File: src/rtl/stream_fifo_pkg.sv
`default_nettype none
// ============================================================================
//  Module      : stream_fifo_pkg
//  Description : Shared width helpers for the stream FIFO slice. Each stored
//                entry is a packed vector of DATA_W+1 bits. The last flag is
//                the MSB and the payload fills the low DATA_W bits.
//  Revision    : 1.0 - initial release
// ============================================================================
package stream_fifo_pkg;

    // Number of address bits needed to index DEPTH entries.
    function automatic int ptr_addr_w(input int depth);
        return $clog2(depth);
    endfunction

    // Width of an occupancy value that must represent 0..DEPTH inclusive.
    function automatic int level_w(input int depth);
        return $clog2(depth) + 1;
    endfunction

    // Width of one stored entry {last, data}.
    function automatic int entry_w(input int data_w);
        return data_w + 1;
    endfunction

endpackage : stream_fifo_pkg
`default_nettype wire

File: src/rtl/fifo_ptr_ctrl.sv
`default_nettype none
// ============================================================================
//  Module      : fifo_ptr_ctrl
//  Description : Read/write pointer and occupancy control for a power-of-two
//                FIFO. Pointers carry one extra wrap bit so that full and
//                empty can be told apart when the address bits match.
//  Ports       : clk, rst_n (async active-low)
//                push, pop   - qualified transfer strobes from the owner
//                flush       - synchronous clear, overrides push/pop
//                rd_addr / wr_addr - storage indices
//                full / empty / count - occupancy status
//  Revision    : 1.0 - initial release
// ============================================================================
module fifo_ptr_ctrl
    import stream_fifo_pkg::*;
#(
    parameter  int DEPTH  = 8,
    localparam int ADDR_W = ptr_addr_w(DEPTH),
    localparam int CNT_W  = level_w(DEPTH)
) (
    input  logic              clk,
    input  logic              rst_n,
    input  logic              push,
    input  logic              pop,
    input  logic              flush,
    output logic [ADDR_W-1:0] rd_addr,
    output logic [ADDR_W-1:0] wr_addr,
    output logic              full,
    output logic              empty,
    output logic [CNT_W-1:0]  count
);

    logic [ADDR_W:0] wptr;
    logic [ADDR_W:0] rptr;

    always_ff @(posedge clk or negedge rst_n) begin
        if (!rst_n) begin
            wptr  <= '0;
            rptr  <= '0;
            count <= '0;
        end else if (flush) begin
            wptr  <= '0;
            rptr  <= '0;
            count <= '0;
        end else begin
            // Pointer width is ADDR_W+1, so natural overflow wraps mod 2*DEPTH.
            if (push) wptr <= wptr + 1'b1;
            if (pop)  rptr <= rptr + 1'b1;
            if (push && !pop)      count <= count + CNT_W'(1);
            else if (pop && !push) count <= count - CNT_W'(1);
        end
    end

    assign rd_addr = rptr[ADDR_W-1:0];
    assign wr_addr = wptr[ADDR_W-1:0];
    assign empty   = (rptr == wptr);
    assign full    = (rptr[ADDR_W-1:0] == wptr[ADDR_W-1:0]) &&
                     (rptr[ADDR_W] != wptr[ADDR_W]);

endmodule : fifo_ptr_ctrl
`default_nettype wire

File: src/rtl/stream_last_fifo.sv
`default_nettype none
// ============================================================================
//  Module      : stream_last_fifo
//  Description : First-word-fall-through valid/ready FIFO storing a payload
//                word plus a last flag per entry. It also counts how many
//                complete packets (stored last flags) are buffered.
//  Ports       : clk, rst_n (async active-low), flush_i (sync clear)
//                s_data_i/s_last_i/s_valid_i/s_ready_o - write stream
//                m_data_o/m_last_o/m_valid_o/m_ready_i - read stream
//                full_o, empty_o, almost_full_o, count_o  - occupancy
//                pkt_count_o, pkt_avail_o                 - packet status
//  Revision    : 1.0 - initial release
// ============================================================================
module stream_last_fifo
    import stream_fifo_pkg::*;
#(
    parameter int DATA_W    = 8,
    parameter int DEPTH     = 8,
    parameter int AFULL_THR = 6
) (
    input  logic                   clk,
    input  logic                   rst_n,
    input  logic                   flush_i,
    input  logic [DATA_W-1:0]      s_data_i,
    input  logic                   s_last_i,
    input  logic                   s_valid_i,
    output logic                   s_ready_o,
    output logic [DATA_W-1:0]      m_data_o,
    output logic                   m_last_o,
    output logic                   m_valid_o,
    input  logic                   m_ready_i,
    output logic                   full_o,
    output logic                   empty_o,
    output logic                   almost_full_o,
    output logic [$clog2(DEPTH):0] count_o,
    output logic [$clog2(DEPTH):0] pkt_count_o,
    output logic                   pkt_avail_o
);

    localparam int ADDR_W = ptr_addr_w(DEPTH);
    localparam int CNT_W  = level_w(DEPTH);

    typedef logic [entry_w(DATA_W)-1:0] entry_t;

    entry_t            mem [DEPTH];
    entry_t            head;
    logic [ADDR_W-1:0] rd_addr;
    logic [ADDR_W-1:0] wr_addr;
    logic              push;
    logic              pop;
    logic [CNT_W-1:0]  pkt_count;

    // Handshakes are qualified only by registered status, so no output has
    // a combinational path from s_valid_i or m_ready_i.
    assign push = s_valid_i & s_ready_o;
    assign pop  = m_valid_o & m_ready_i;

    fifo_ptr_ctrl #(
        .DEPTH (DEPTH)
    ) u_ptr_ctrl (
        .clk     (clk),
        .rst_n   (rst_n),
        .push    (push),
        .pop     (pop),
        .flush   (flush_i),
        .rd_addr (rd_addr),
        .wr_addr (wr_addr),
        .full    (full_o),
        .empty   (empty_o),
        .count   (count_o)
    );

    // Storage is not reset: the pointers decide which entries are valid.
    always_ff @(posedge clk) begin
        if (push && !flush_i) mem[wr_addr] <= {s_last_i, s_data_i};
    end

    assign head      = mem[rd_addr];
    assign m_data_o  = head[DATA_W-1:0];
    assign m_last_o  = head[DATA_W];
    assign m_valid_o = ~empty_o;
    assign s_ready_o = ~full_o;

    // Packet counter: a last flag entering and one leaving in the same
    // cycle cancel out.
    always_ff @(posedge clk or negedge rst_n) begin
        if (!rst_n) begin
            pkt_count <= '0;
        end else if (flush_i) begin
            pkt_count <= '0;
        end else begin
            if ((push && s_last_i) && !(pop && m_last_o))
                pkt_count <= pkt_count + CNT_W'(1);
            else if ((pop && m_last_o) && !(push && s_last_i))
                pkt_count <= pkt_count - CNT_W'(1);
        end
    end

    assign pkt_count_o   = pkt_count;
    assign pkt_avail_o   = |pkt_count;
    assign almost_full_o = (count_o >= CNT_W'(AFULL_THR));

endmodule : stream_last_fifo
`default_nettype wire

File: config.mk
export PLATFORM = sky130hd
export DESIGN_NAME = stream_last_fifo
export DESIGN_NICKNAME = d
export VERILOG_FILES = /design/src/rtl/stream_fifo_pkg.sv /design/src/rtl/fifo_ptr_ctrl.sv /design/src/rtl/stream_last_fifo.sv
export SDC_FILE = /design/constraint.sdc
export NUM_CORES = 1
export LEC_CHECK = 0
export BUFFER_PORTS_ARGS = -buffer_cell sky130_fd_sc_hd__buf_2
export CORE_MARGIN = 2
export CORE_UTILIZATION = 41
export DETAILED_ROUTE_END_ITERATION = 10
export MAX_ROUTING_LAYER = met4
export PLACE_DENSITY_LB_ADDON = 0.12
export SLEW_MARGIN = 5
export SYNTH_ARGS = -nofsm -noshare
export SYNTH_HDL_FRONTEND = slang
export SYNTH_SLANG_ARGS = --single-unit
File: constraint.sdc
create_clock -name clk -period 4.5 [get_ports clk]
set_clock_uncertainty 0.05 [all_clocks]
set_input_delay 0.9 -clock clk [delete_from_list [all_inputs] [get_ports clk]]
set_output_delay 0.9 -clock clk [all_outputs]
set_load 0.01 [all_outputs]
== Word-level counts from Yosys, hierarchy flattened ==
Memories as Yosys holds them, arrays and structs flattened.
Index checks and enable logic that the tools add are counted.
Word-level totals
  register bits: 16
  bits in writable memories: 72
  bits of input ports: 14
  memories kept: 1
Memories
  mem: words 8, width 9, read ports 1, clocked after memory_dff 0, write ports 1, line stream_last_fifo.sv:45  | entry_t mem [DEPTH];
Operators by class
  $add $sub $neg: 6
  order comparisons: 1
  equal/unequal tests: 3
  mux-type cells: 12
  bitwise logic cells: 4
  reduce and logical (&&, ||, !) cells: 18
Operator list (number)
  4-bit two-way mux: 10
  4-bit by 1-bit adder with 4-bit output (second input constant): 4
  1-bit logical AND: 8
  4-bit by 1-bit subtractor with 4-bit output (second input constant): 2
  3-bit nonzero test: 2
  1-bit logical NOT: 5
  4-bit == test: 1
  4-bit by 3-bit greater-or-equal comparator with 1-bit output (second input constant): 1
  2-bit nonzero test: 2
  4-bit OR reduction: 1
  3-bit == test: 1
  1-bit bitwise AND: 2
  1-bit two-way mux: 2
  1-bit inverter: 2
  1-bit != test: 1

== Logic depth before layout (Yosys ltp) ==
  depth after elaboration: 10
  mapped depth: 12
  mapped depth without buffers: 9

== By module ==
From an unflattened synthesis, not the netlist that was laid out.
Unflattened totals
  cells, all modules: 255
  area total of the unflattened synthesis: 4041.4 µm²
By module, submodules not included
  stream_last_fifo: instances 1, cells an instance 179, area each 3269.4 µm², seq. area each 2262.2 µm²
  fifo_ptr_ctrl: instances 1, cells an instance 76, area each 772.0 µm², seq. area each 300.3 µm²

== Worst setup path before layout ==
No wires, ideal clock.
  kind: reg-to-reg
  from: register u_ptr_ctrl.rptr[0]
  to: register pkt_count[3], in the netlist pkt_count_o[3]
  data arrival time: 2.795 ns
  data required time: 4.322 ns
  slack: 1.527 ns
  cell stages (with the launch flop): 12
  path buffers: 2
  cells stage by stage: dfrtp_1 > buf_6 > mux4_2 > mux2i_4 > o211a_1 > buf_6 > inv_1 > ha_1 > a21o_1 > a21oi_1 > mux2i_1 > mux2_1
On the way
  cells in the longest elaborated chain, start to end: 8
RTL lines
  start: declaration: line fifo_ptr_ctrl.sv:34  | logic [ADDR_W:0] rptr;
  start signal: assignment: line fifo_ptr_ctrl.sv:48  | if (pop) rptr <= rptr + 1'b1;
  parallel branches: the longest is 8 deep, another holds memory read 8 x 9 bit
  end signal: assignment: line stream_last_fifo.sv:93  | pkt_count <= pkt_count + CNT_W'(1);
  end signal: assignment: line stream_last_fifo.sv:95  | pkt_count <= pkt_count - CNT_W'(1);
  end: declaration: line stream_last_fifo.sv:51  | logic [CNT_W-1:0] pkt_count;
Parallel ways; which one is timed is not known.
A chain may end at the register's enable or synchronous reset.

== Worst setup path after layout ==
  from: register u_ptr_ctrl.wptr[2]
  to: register pkt_count[3], in the netlist pkt_count_o[3]
On the way
  cells in the longest elaborated chain, start to end: 8
RTL lines
  start: declaration: line fifo_ptr_ctrl.sv:33  | logic [ADDR_W:0] wptr;
  start signal: assignment: line fifo_ptr_ctrl.sv:47  | if (push) wptr <= wptr + 1'b1;
  4-bit == test / 3-bit == test (equally long branches): line fifo_ptr_ctrl.sv:56, fifo_ptr_ctrl.sv:57
  1-bit inverter / 1-bit logical AND (equally long branches): line stream_last_fifo.sv:81, fifo_ptr_ctrl.sv:57
  1-bit bitwise AND / 1-bit inverter (equally long branches): line stream_last_fifo.sv:56, stream_last_fifo.sv:82
  1-bit logical AND / 1-bit bitwise AND (equally long branches): line stream_last_fifo.sv:92, stream_last_fifo.sv:94, stream_last_fifo.sv:55
  1-bit logical NOT / 1-bit logical AND (equally long branches): line stream_last_fifo.sv:92, stream_last_fifo.sv:94
  1-bit logical AND / 1-bit logical NOT (equally long branches): line stream_last_fifo.sv:92, stream_last_fifo.sv:94
  4-bit two-way mux / 1-bit logical AND (equally long branches): line stream_last_fifo.sv:92, stream_last_fifo.sv:94
  4-bit two-way mux / 3-bit nonzero test (equally long branches)
Several ways; a longest one is shown, not always the timed one.

==> out/qor.csv <==
stage,metric,value,unit
status,outcome,finished clean,
global_routing,Total GRT Usage,15.6,%
layout,fin cells,404,
die,row cnt,35,
logic_synthesis,Mapped Cells,228,
die,Die W,102,µm
sta,Worst Tran Pin Value,1.06,ns
cts,clock latency on the worst-skew pair,0.35,ns
power,PwrDens,432,mW/mm²
logic_synthesis,Yosys cell types,41,
logic_synthesis,Post-Synthesis Mean Instance Area,17.1,µm²
detailed_routing,vias,2033,
worst_setup_path,Critical Path Slowest Stage Cell,dfrtp_1,
die,number of top-level pins,37,
worst_setup_path,CP arrival,3.60,ns
min_path,hold crit path type,in2async,
power,Pleak,1.61,nW
layout,final core utilization,48.1,%
cts,"Reg clk slew, reported paths",0.10,ns
sta,fin crit period,3.42,ns
detailed_routing,drt drc,0,
sta,setup slack after layout,1.08,ns
die,die area,0.0103,mm²
worst_setup_path,r2r startpoint,u_ptr_ctrl.wptr[2]$_DFFE_PN0P_,
logic_synthesis,sequential area share after synthesis,65.6,%
worst_setup_path,"Largest stage delay, worst path",0.63,ns
sta,post-route setup TNS,0,ns
worst_setup_path,CP Class,reg2reg,
cts,clock buffer depth,2,
sta,Final Hold Fails,0,
sta,Final Slew Violations,0,
logic_synthesis,largest cells by area after synthesis,"edfxtp_1 55%, mux4_2 10%, dfrtp_1 10%",
detailed_routing,DRT iter0 DRCs,58,
sta,Final setup viols,0,
sta,RSZ-0062 raised after global routing,no,
cts,CTS Sinks,88,
cts,Post-CTS Hold Fix Bufs,0,
cts,setup repair bufs after CTS,0,
global_routing,global-route wire length before repair,11.4,mm
layout,diode count,0,
global_routing,GRT overflow,0,
global_routing,initial antenna violation count,0,
die,Core ar.,0.00924,mm²
worst_setup_path,CP bufs+invs,1,
worst_setup_path,Worst setup startpoint,u_ptr_ctrl.wptr[2]$_DFFE_PN0P_,
cts,clk root buf,clkbuf_8,
global_routing,largest net degree at the start of global routing,24,
cts,CTS tree,done,
place,port bufs,36,
worst_setup_path,Critical Path Start Type,flip-flop,
place,pre-CTS WS,1.12,ns
die,starting density of the core,42.2,%
global_routing,vias in the first global route,2078,
layout,area grow syn2layout,13.8,%
detailed_routing,Routed WL,7.17,mm
logic_synthesis,Ys Warns,0,
worst_setup_path,crit path capture type,flip-flop,
layout,"most common cell after layout, fill and taps aside",edfxtp_1,
layout,Final nets,292,
logic_synthesis,syn nets,250,
logic_synthesis,top-area cell type share of the netlist area,55.4,%
cts,post-cts resize count,0,
place,Post-DP HPWL,4.49,mm
place,placed cells,388,
detailed_routing,Detail Route Antenna Nets,0,
logic_synthesis,Yosys reg bits,88,
worst_setup_path,CP max FO,10,
detailed_routing,drt pass-1 iters,4,
worst_setup_path,flop-to-flop setup slack,1.08,ns
worst_setup_path,"CP delay by family, top",compound AO/OA/AOI/OAI gates,
logic_synthesis,synthesized area,0.00390,mm²
detailed_routing,WL/cell,17.7,µm
layout,"commonest cells after routing, fill and taps aside","72 x edfxtp_1, 36 x buf_2, 18 x mux4_2",
logic_synthesis,Yosys top cell by area,edfxtp_1,
worst_setup_path,worst path cell trace,xor2_1 > o41a_1 > o211a_1 > inv_1 > ha_1 > a21o_1 > a21oi_1 > mux2i_1 > mux2_1,
worst_setup_path,Critical Path RT,4.68,ns
place,gpl congestion,0.737,
cts,Num CTS Buffers,9,
layout,fraction of layout cells with a size suffix above 1,33.8,%
die,Die Y,102,µm
sta,Slew headroom,29.3,%
flow_run,Max Cap Viol,0,
detailed_routing,DR vias/cell,5.03,
cts,CTS HTree Levels,3,
power,Worst VDD drop,0.000209,V
sta,fin crit share,76.0,%
sta,FMAX,292,MHz
## kinds of logic (layout without fill, tap and decap cells)
kind of cell,count (synthesis),count (layout),synth area share [%]
fa+ha+maj,8,8,2.95
buf+inv,21,68,3.14
compound gates,20,20,4.46
mux,31,31,14.4
simple gates,46,46,5.64
xor+xnor,14,14,3.81
flops,88,88,65.6
## registers in the layout, summed over array words and instances, names as in the netlist
| register | flops |
|---|---|
| u_ptr_ctrl.wptr | 4 |
| u_ptr_ctrl.rptr | 4 |
| pkt_count_o | 4 |
| u_ptr_ctrl.count | 4 |
| mem | 72 |
## Yosys cell counts
library cell / number
nor2_1: 14
inv_1: 9
or3b_1: 1
nand3_1: 2
or3_1: 1
buf_6: 5
o21ai_0: 2
xor2_4: 1
clkbuf_1: 4
nor3_1: 7
o21a_1: 2
mux2_2: 9
nor4b_1: 1
mux4_2: 18
nand2_1: 11
o41ai_1: 1
o211a_1: 1
ha_1: 6
buf_4: 1
buf_2: 2
o41a_1: 2
nand2b_1: 1
nor4_1: 2
dfrtp_1: 16
xnor2_1: 6
or4_1: 1
a211oi_1: 1
o41ai_4: 1
xor2_1: 6
nand4_1: 2
a211oi_4: 1
mux2i_4: 1
nor2b_1: 2
mux2i_1: 2
edfxtp_1: 72
mux2_1: 1
a21oi_1: 6
xor2_2: 1
a21o_1: 3
and2_1: 1
fa_1: 2
## layer usage
layer / part of all wire [%] / up-vias / GRT usage [%]
met2: 48 / 33 / 24.2
met5: 0 / - / -
met4: 1.4 / 0 / 5.82
met3: 2.7 / 7 / 2.48
li1: - / 952 / -
met1: 48 / 1041 / 20.9
## final cells by class
cell class | count | area (µm²)
Clock inverter | 6 | 67.6
Multi-Input combinational cell | 119 | 1250
Clock buffer | 10 | 128
Inverter | 9 | 33.8
Fill cell | 810 | 4800
Timing Repair Buffer | 43 | 233
Sequential cell | 88 | 2560
Tap cell | 129 | 161
## metrics by stage
stage                     hold WS (ns)  area [µm²]  power [mW]
final                            0.409        4440        1.92
after global routing             0.428        4440        2.02
after CTS                        0.417        4440        1.94
after detailed placement         0.529        4250        1.40
after global placement           0.515        4250        1.39
after floorplan                  0.511        3900        1.28
## final timing paths
path | end | cells after the start
worst max-delay path | pkt_count_o[3]$_DFFE_PN0P_ | 9
worst min-delay path | u_ptr_ctrl.count[3]$_DFFE_PN0P_ | 1
worst max register to register | pkt_count_o[3]$_DFFE_PN0P_ | 9
worst min register to register | u_ptr_ctrl.count[2]$_DFFE_PN0P_ | 2
max in group asynchronous | u_ptr_ctrl.rptr[0]$_DFFE_PN0P_ | 1
min in group clk | u_ptr_ctrl.count[2]$_DFFE_PN0P_ | 2
## power breakdown
| part | internal [mW] | total (mW) | switching (mW) |
|---|---|---|---|
| sequential | 0.914 | 0.958 | 0.0441 |
| clock | 0.259 | 0.547 | 0.288 |
| combinational | 0.209 | 0.414 | 0.205 |
| total | 1.38 | 1.92 | 0.537 |
Note: power is estimated with default switching activity, not from simulation.
